`src/rtl/aes_kat_sequencer.sv`:
```
// aes_kat_sequencer: runs NUM_VEC known-answer vectors through an external AES core
// and reports pass/fail, failure count, first failing index and core timeouts.
`default_nettype none

module aes_kat_sequencer #(
  parameter int DATA_W  = 128,
  parameter int NUM_VEC = 4,
  parameter int TIMEOUT = 64,
  parameter int IDX_W   = 8
) (
  input  logic              clk,
  input  logic              rst_n,
  input  logic              start,
  input  logic              mode,
  output logic [IDX_W-1:0]  vec_idx,
  input  logic [DATA_W-1:0] vec_key,
  input  logic [DATA_W-1:0] vec_pt,
  input  logic [DATA_W-1:0] vec_ct,
  output logic              core_start,
  output logic              core_dec,
  output logic [DATA_W-1:0] core_key,
  output logic [DATA_W-1:0] core_din,
  input  logic [DATA_W-1:0] core_dout,
  input  logic              core_done,
  output logic              busy,
  output logic              done,
  output logic              pass,
  output logic [IDX_W-1:0]  fail_count,
  output logic [IDX_W-1:0]  first_fail,
  output logic              timeout_err
);

  localparam int               CNT_W    = $clog2(TIMEOUT + 1);
  localparam logic [IDX_W-1:0] LAST_IDX = IDX_W'(NUM_VEC - 1);
  localparam logic [IDX_W-1:0] IDX_ONE  = IDX_W'(1);
  localparam logic [CNT_W-1:0] CNT_MAX  = CNT_W'(TIMEOUT);
  localparam logic [CNT_W-1:0] CNT_ONE  = CNT_W'(1);

  typedef enum logic [2:0] {
    IDLE, FETCH, ENC_REQ, ENC_WAIT, DEC_REQ, DEC_WAIT, CHECK, FINISH
  } state_t;

  state_t              state, state_nx;
  logic                mode_q;
  logic [DATA_W-1:0]   key_q, pt_q, ct_q, enc_res, dec_res;
  logic [CNT_W-1:0]    wait_cnt;
  logic                in_wait, timed_out, vec_fail;

  // core_done in the same cycle the counter hits TIMEOUT wins over the timeout
  assign in_wait   = (state == ENC_WAIT) || (state == DEC_WAIT);
  assign timed_out = in_wait && !core_done && (wait_cnt == CNT_MAX);
  assign vec_fail  = (enc_res != ct_q) || (!mode_q && (dec_res != pt_q));

  assign core_key  = key_q;
  assign core_din  = core_dec ? ct_q : pt_q;

  always_ff @(posedge clk or negedge rst_n) begin
    if (!rst_n) state <= IDLE;
    else        state <= state_nx;
  end

  always_comb begin
    state_nx   = state;
    core_start = 1'b0;
    core_dec   = 1'b0;
    busy       = 1'b1;
    done       = 1'b0;
    case (state)
      IDLE: begin
        busy = 1'b0;
        if (start) state_nx = FETCH;
      end
      FETCH:   state_nx = ENC_REQ;
      ENC_REQ: begin
        core_start = 1'b1;
        state_nx   = ENC_WAIT;
      end
      ENC_WAIT: begin
        if (core_done)      state_nx = mode_q ? CHECK : DEC_REQ;
        else if (timed_out) state_nx = FINISH;
      end
      DEC_REQ: begin
        core_start = 1'b1;
        core_dec   = 1'b1;
        state_nx   = DEC_WAIT;
      end
      DEC_WAIT: begin
        core_dec = 1'b1;
        if (core_done)      state_nx = CHECK;
        else if (timed_out) state_nx = FINISH;
      end
      CHECK:   state_nx = (vec_idx < LAST_IDX) ? FETCH : FINISH;
      FINISH: begin
        done     = 1'b1;
        state_nx = IDLE;
      end
      default: state_nx = IDLE;
    endcase
  end

  always_ff @(posedge clk or negedge rst_n) begin
    if (!rst_n) begin
      mode_q      <= 1'b0;
      key_q       <= '0;
      pt_q        <= '0;
      ct_q        <= '0;
      enc_res     <= '0;
      dec_res     <= '0;
      wait_cnt    <= '0;
      vec_idx     <= '0;
      fail_count  <= '0;
      first_fail  <= '1;
      pass        <= 1'b0;
      timeout_err <= 1'b0;
    end else begin
      case (state)
        IDLE: if (start) begin
          mode_q      <= mode;
          fail_count  <= '0;
          timeout_err <= 1'b0;
          pass        <= 1'b0;
          first_fail  <= '1;
          vec_idx     <= '0;
        end
        FETCH: begin
          key_q <= vec_key;
          pt_q  <= vec_pt;
          ct_q  <= vec_ct;
        end
        ENC_REQ, DEC_REQ: wait_cnt <= '0;
        ENC_WAIT, DEC_WAIT: begin
          wait_cnt <= wait_cnt + CNT_ONE;
          if (core_done) begin
            if (state == ENC_WAIT) enc_res <= core_dout;
            else                   dec_res <= core_dout;
          end
          if (timed_out) timeout_err <= 1'b1;
        end
        CHECK: begin
          if (vec_fail) begin
            if (fail_count != '1) fail_count <= fail_count + IDX_ONE;
            if (first_fail == '1) first_fail <= vec_idx;
          end
          if (vec_idx < LAST_IDX) vec_idx <= vec_idx + IDX_ONE;
        end
        FINISH: pass <= (fail_count == '0) && !timeout_err;
        default: ;
      endcase
    end
  end

endmodule

`default_nettype wire

```
`config.mk`:
```
export PLATFORM = sky130hd
export DESIGN_NAME = aes_kat_sequencer
export DESIGN_NICKNAME = d
export VERILOG_FILES = /design/src/rtl/aes_kat_sequencer.sv
export SDC_FILE = /design/constraint.sdc
export NUM_CORES = 1
export LEC_CHECK = 0
export ABC_AREA = 1
export BUFFER_PORTS_ARGS = -buffer_cell sky130_fd_sc_hd__buf_4
export CAP_MARGIN = 10
export CORE_AREA = 2 2 309 311
export CTS_BUF_LIST = sky130_fd_sc_hd__clkbuf_8
export DETAILED_ROUTE_END_ITERATION = 7
export DIE_AREA = 0 0 311 313
export SYNTH_ARGS = -nofsm -noshare
export SYNTH_HDL_FRONTEND = slang
export SYNTH_SLANG_ARGS = --single-unit
```
`constraint.sdc`:
```
create_clock -name clk -period 4.1 [get_ports clk]
set_input_delay 0.615 -clock clk [delete_from_list [all_inputs] [get_ports clk]]
set_output_delay 0.615 -clock clk [all_outputs]
set_load 0.01 [all_outputs]
```
==> results.sh <==
export IMPL_worstReg2RegEnd="fail_count[2]"
export IMPL_min_period_ns=3.562
export IMPL_r2r_start="ct_q[53]"
export IMPL_htreeDepth=3
export IMPL_clk_path_buf_depth=3
export IMPL_peakVddDrop_uv=472.7
export IMPL_clock_latency_ns=0.79
export IMPL_place_ws_ns=1.101
export IMPL_place_congestion=0.8962
export IMPL_cts_resized=0
export IMPL_async_flop_share_pct=100.0
export IMPL_worstMarginPinSlew_ns=1.133
export IMPL_crit_start="state[0]"
export IMPL_p_per_area_mw_per_mm2=786.7
export IMPL_critPathKind="reg -> out"
export IMPL_grt_usage_pct=25.21
export IMPL_synth_cell_area_sq_mm=0.03056
export IMPL_coreArea_sq_mm=0.09416
export IMPL_fin_ws_ns=0.5378
export IMPL_ys_flop_type="dfrtp_1"
export IMPL_cap_violations=0
export IMPL_syn_area_per_cell_sq_um=8.770
export IMPL_p_leak_uw=0.02264
export IMPL_reg2reg_slack_ns=1.00
export IMPL_initial_core_util_pct=32.45
export IMPL_antenna_found_initial=30
export IMPL_fin_crit_sh_pct=86.88
export IMPL_avgViaCountPerCell=4.648
export IMPL_clk_pin_slew_ns=0.06
export IMPL_final_hold_viol_count=0
export IMPL_cp_end_kind="output port"
export IMPL_grt_pass1_vias=28860
export IMPL_rsz0062_at_grt="false"
export IMPL_std_cell_rows=113
export IMPL_synth_distinct_cells=33
export IMPL_die_y_microns=313
export IMPL_slowest_delay_ns=0.43
export IMPL_crit_end="core_din[38]"
export IMPL_finalSetupViolations=0
export IMPL_start_kind="register"
export IMPL_fmax_mhz=280.7
export IMPL_drtIter0Drc=1969
export IMPL_slew_violations=0
export IMPL_yosysSeqAreaShare_pct=55.48
export IMPL_slowest_stage="inv_6"
export IMPL_wirelength_mm=124.5
export IMPL_vias=28170
export IMPL_wl_per_cell_microns=20.54
export IMPL_drive_above_1_share_pct=25.98
export IMPL_gr_usage_met3_pct=6.094
export IMPL_use_met2_pct=44.13
export IMPL_cts_setup_buffers=0
export IMPL_grt_pass1_wl_mm=184.4
export IMPL_yosys_warnings=0
export IMPL_port_buffers=802
export IMPL_synth_nets=4006
export IMPL_crit_chain="inv_1, nor2_1, nand2_1, nand2_4, inv_6, buf_4, nand2_1, o21ai_0, buf_4"
export IMPL_num_nets_final=5198
export IMPL_grt_overflow=0
export IMPL_slew_headroom_pct=24.48
export IMPL_hold_buffers=377
export IMPL_synth_edf_count=0
export IMPL_cts_buffers=118
export IMPL_critical_path_required_ns=3.48
export IMPL_grt_max_degree=174
export IMPL_hold_class="in -> reg"
export IMPL_cts_sinks=677
export IMPL_cts_root_buffer="clkbuf_8"
export IMPL_route_detailed_drc=0
export IMPL_synthCells=3484
export IMPL_tns_ns=0
export IMPL_grtUsageMet1_pct=30.33
export IMPL_crit_arrival_ns=2.95
export IMPL_grt_busiest_layer="met2"
export IMPL_die_w_microns=311
export IMPL_ios=803
export IMPL_fin_skew_ns=0.03170
export IMPL_die_area_sq_mm=0.09734
export IMPL_fillCellCount=8957
export IMPL_cts_tree="done"
export IMPL_ff2ff_path_depth=11
export IMPL_ys_seq_elements=677
export IMPL_postRouteAntennaNets=0
export IMPL_status="finished clean"
export IMPL_crit_fanout=58
export IMPL_firstDrtPassIters=5
export IMPL_place_hpwl_mm=90.58
export IMPL_syn2layout_area_growth_pct=45.43
per-layer routing:
metal  vias to the layer above  share of wire [%]
li1                      13240                  -
met3                       223                6.8
met1                     13700                 40
met4                        12                3.1
met2                       994                 50
met5                         -              0.064
layout by cell type, fill, tap and decap left out, drive strengths merged, types with 3 or more instances in the layout:
cell type,count
nor2,170
inv,200
a21oi,57
dfstp,8
xnor2,141
bufinv,4
dfrtp,669
diode,20
buf,843
o21ai,163
nand3,31
mux2,197
dlygate4sd3,377
clkbuf,158
ha,5
xor2,53
nand2,1651
clkinv,14
nand4,5
clkinvlp,3
nor3,15
metrics by stage:
stage          total power (uW)  instance area, sq um  hold slack [ns]  instances  util [%]
3_5_place_dp              28170                 38040           0.4660       5444     40.40
3_3_place_gp              27920                 38040           0.4618       5444     40.40
4_1_cts                   35330                 44390        0.0001399       6041     47.14
2_1_floorplan             20690                 30560           0.3194       3484         -
6_report                  34960                 44440          0.08022       6061     47.19
5_1_grt                   37490                 44430          0.01060       6057     47.18
cell type report:
type	count	area [sq um]	share of cell area [%]
Tap cell	1265	1583	3.562
Multi-Input combinational cell	2500	12310	27.71
Clock buffer	158	2175	4.894
Timing Repair Buffer	1220	10360	23.31
Antenna cell	20	50.05	0.1126
Inverter	159	609.3	1.371
Clock inverter	62	395.4	0.8898
Sequential cell	677	16950	38.15
cells by family (layout without fill, tap and decap cells):
family          Yosys count  in the layout  synth area share, %
mux                     197            197                7.260
xor+xnor                194            194                5.561
flops                   677            677                55.48
simple gates           1876           1876                23.34
compound gates          228            228                3.853
buf+inv                 307           1599                4.308
other cells               0             20                    0
fa+ha+maj                 5              5               0.2047
how the worst min path moves through the flow:
| stage | startpoint | to | slack, ns | depth (start not counted) |
|---|---|---|---|---|
| after detailed placement | core_key[123] | core_key[123] | 0.47 | 2 |
| after global routing | core_dout[121] | dec_res[121] | 0.01 | 2 |
| after CTS | core_dout[125] | dec_res[125] | 0.0001 | 2 |
| after floorplan | rst_n | core_key[0] | 0.32 | 0 |
| after global placement | wait_cnt[6] | wait_cnt[6] | 0.46 | 1 |
| final | vec_key[36] | core_key[36] | 0.08 | 3 |
synth_stat cells (all sizes together), types with 8 or more instances:
master	count	area share (%)
dfstp	8	0.69
buf	84	1.6
xor2	53	1.5
a21oi	57	0.95
xnor2	141	4.0
nor2	170	2.1
clkbuf	64	0.79
inv	159	2.0
o21ai	163	2.7
nand3	31	0.51
mux2	197	7.3
nand2	1651	20
dfrtp	669	55
nor3	15	0.25
report_power, final:
| part | internal (uW) | switching (uW) | total [uW] |
|---|---|---|---|
| combinational | 6630 | 9110 | 15700 |
| clock | 3690 | 3010 | 6700 |
| sequential | 9960 | 2560 | 12500 |
critical path: cells and delay by family, from the launching register on:
| family | cells | cell delay [ns] |
|---|---|---|
| and+or+nand+nor | 4 | 0.51 |
| DFF | 1 | 0.39 |
| buffers and inverters | 4 | 1.12 |
| AOI/OAI and AO/OA | 1 | 0.12 |
registers in the layout, summed over array words and instances (netlist names):
register	cells
fail_count	8
wait_cnt	7
pt_q	128
pass	1
vec_idx	8
dec_res	128
mode_q	1
timeout_err	1
core_key	128
state	3
first_fail	8
enc_res	128
ct_q	128
No activity file was read; power rests on OpenSTA's default activity.
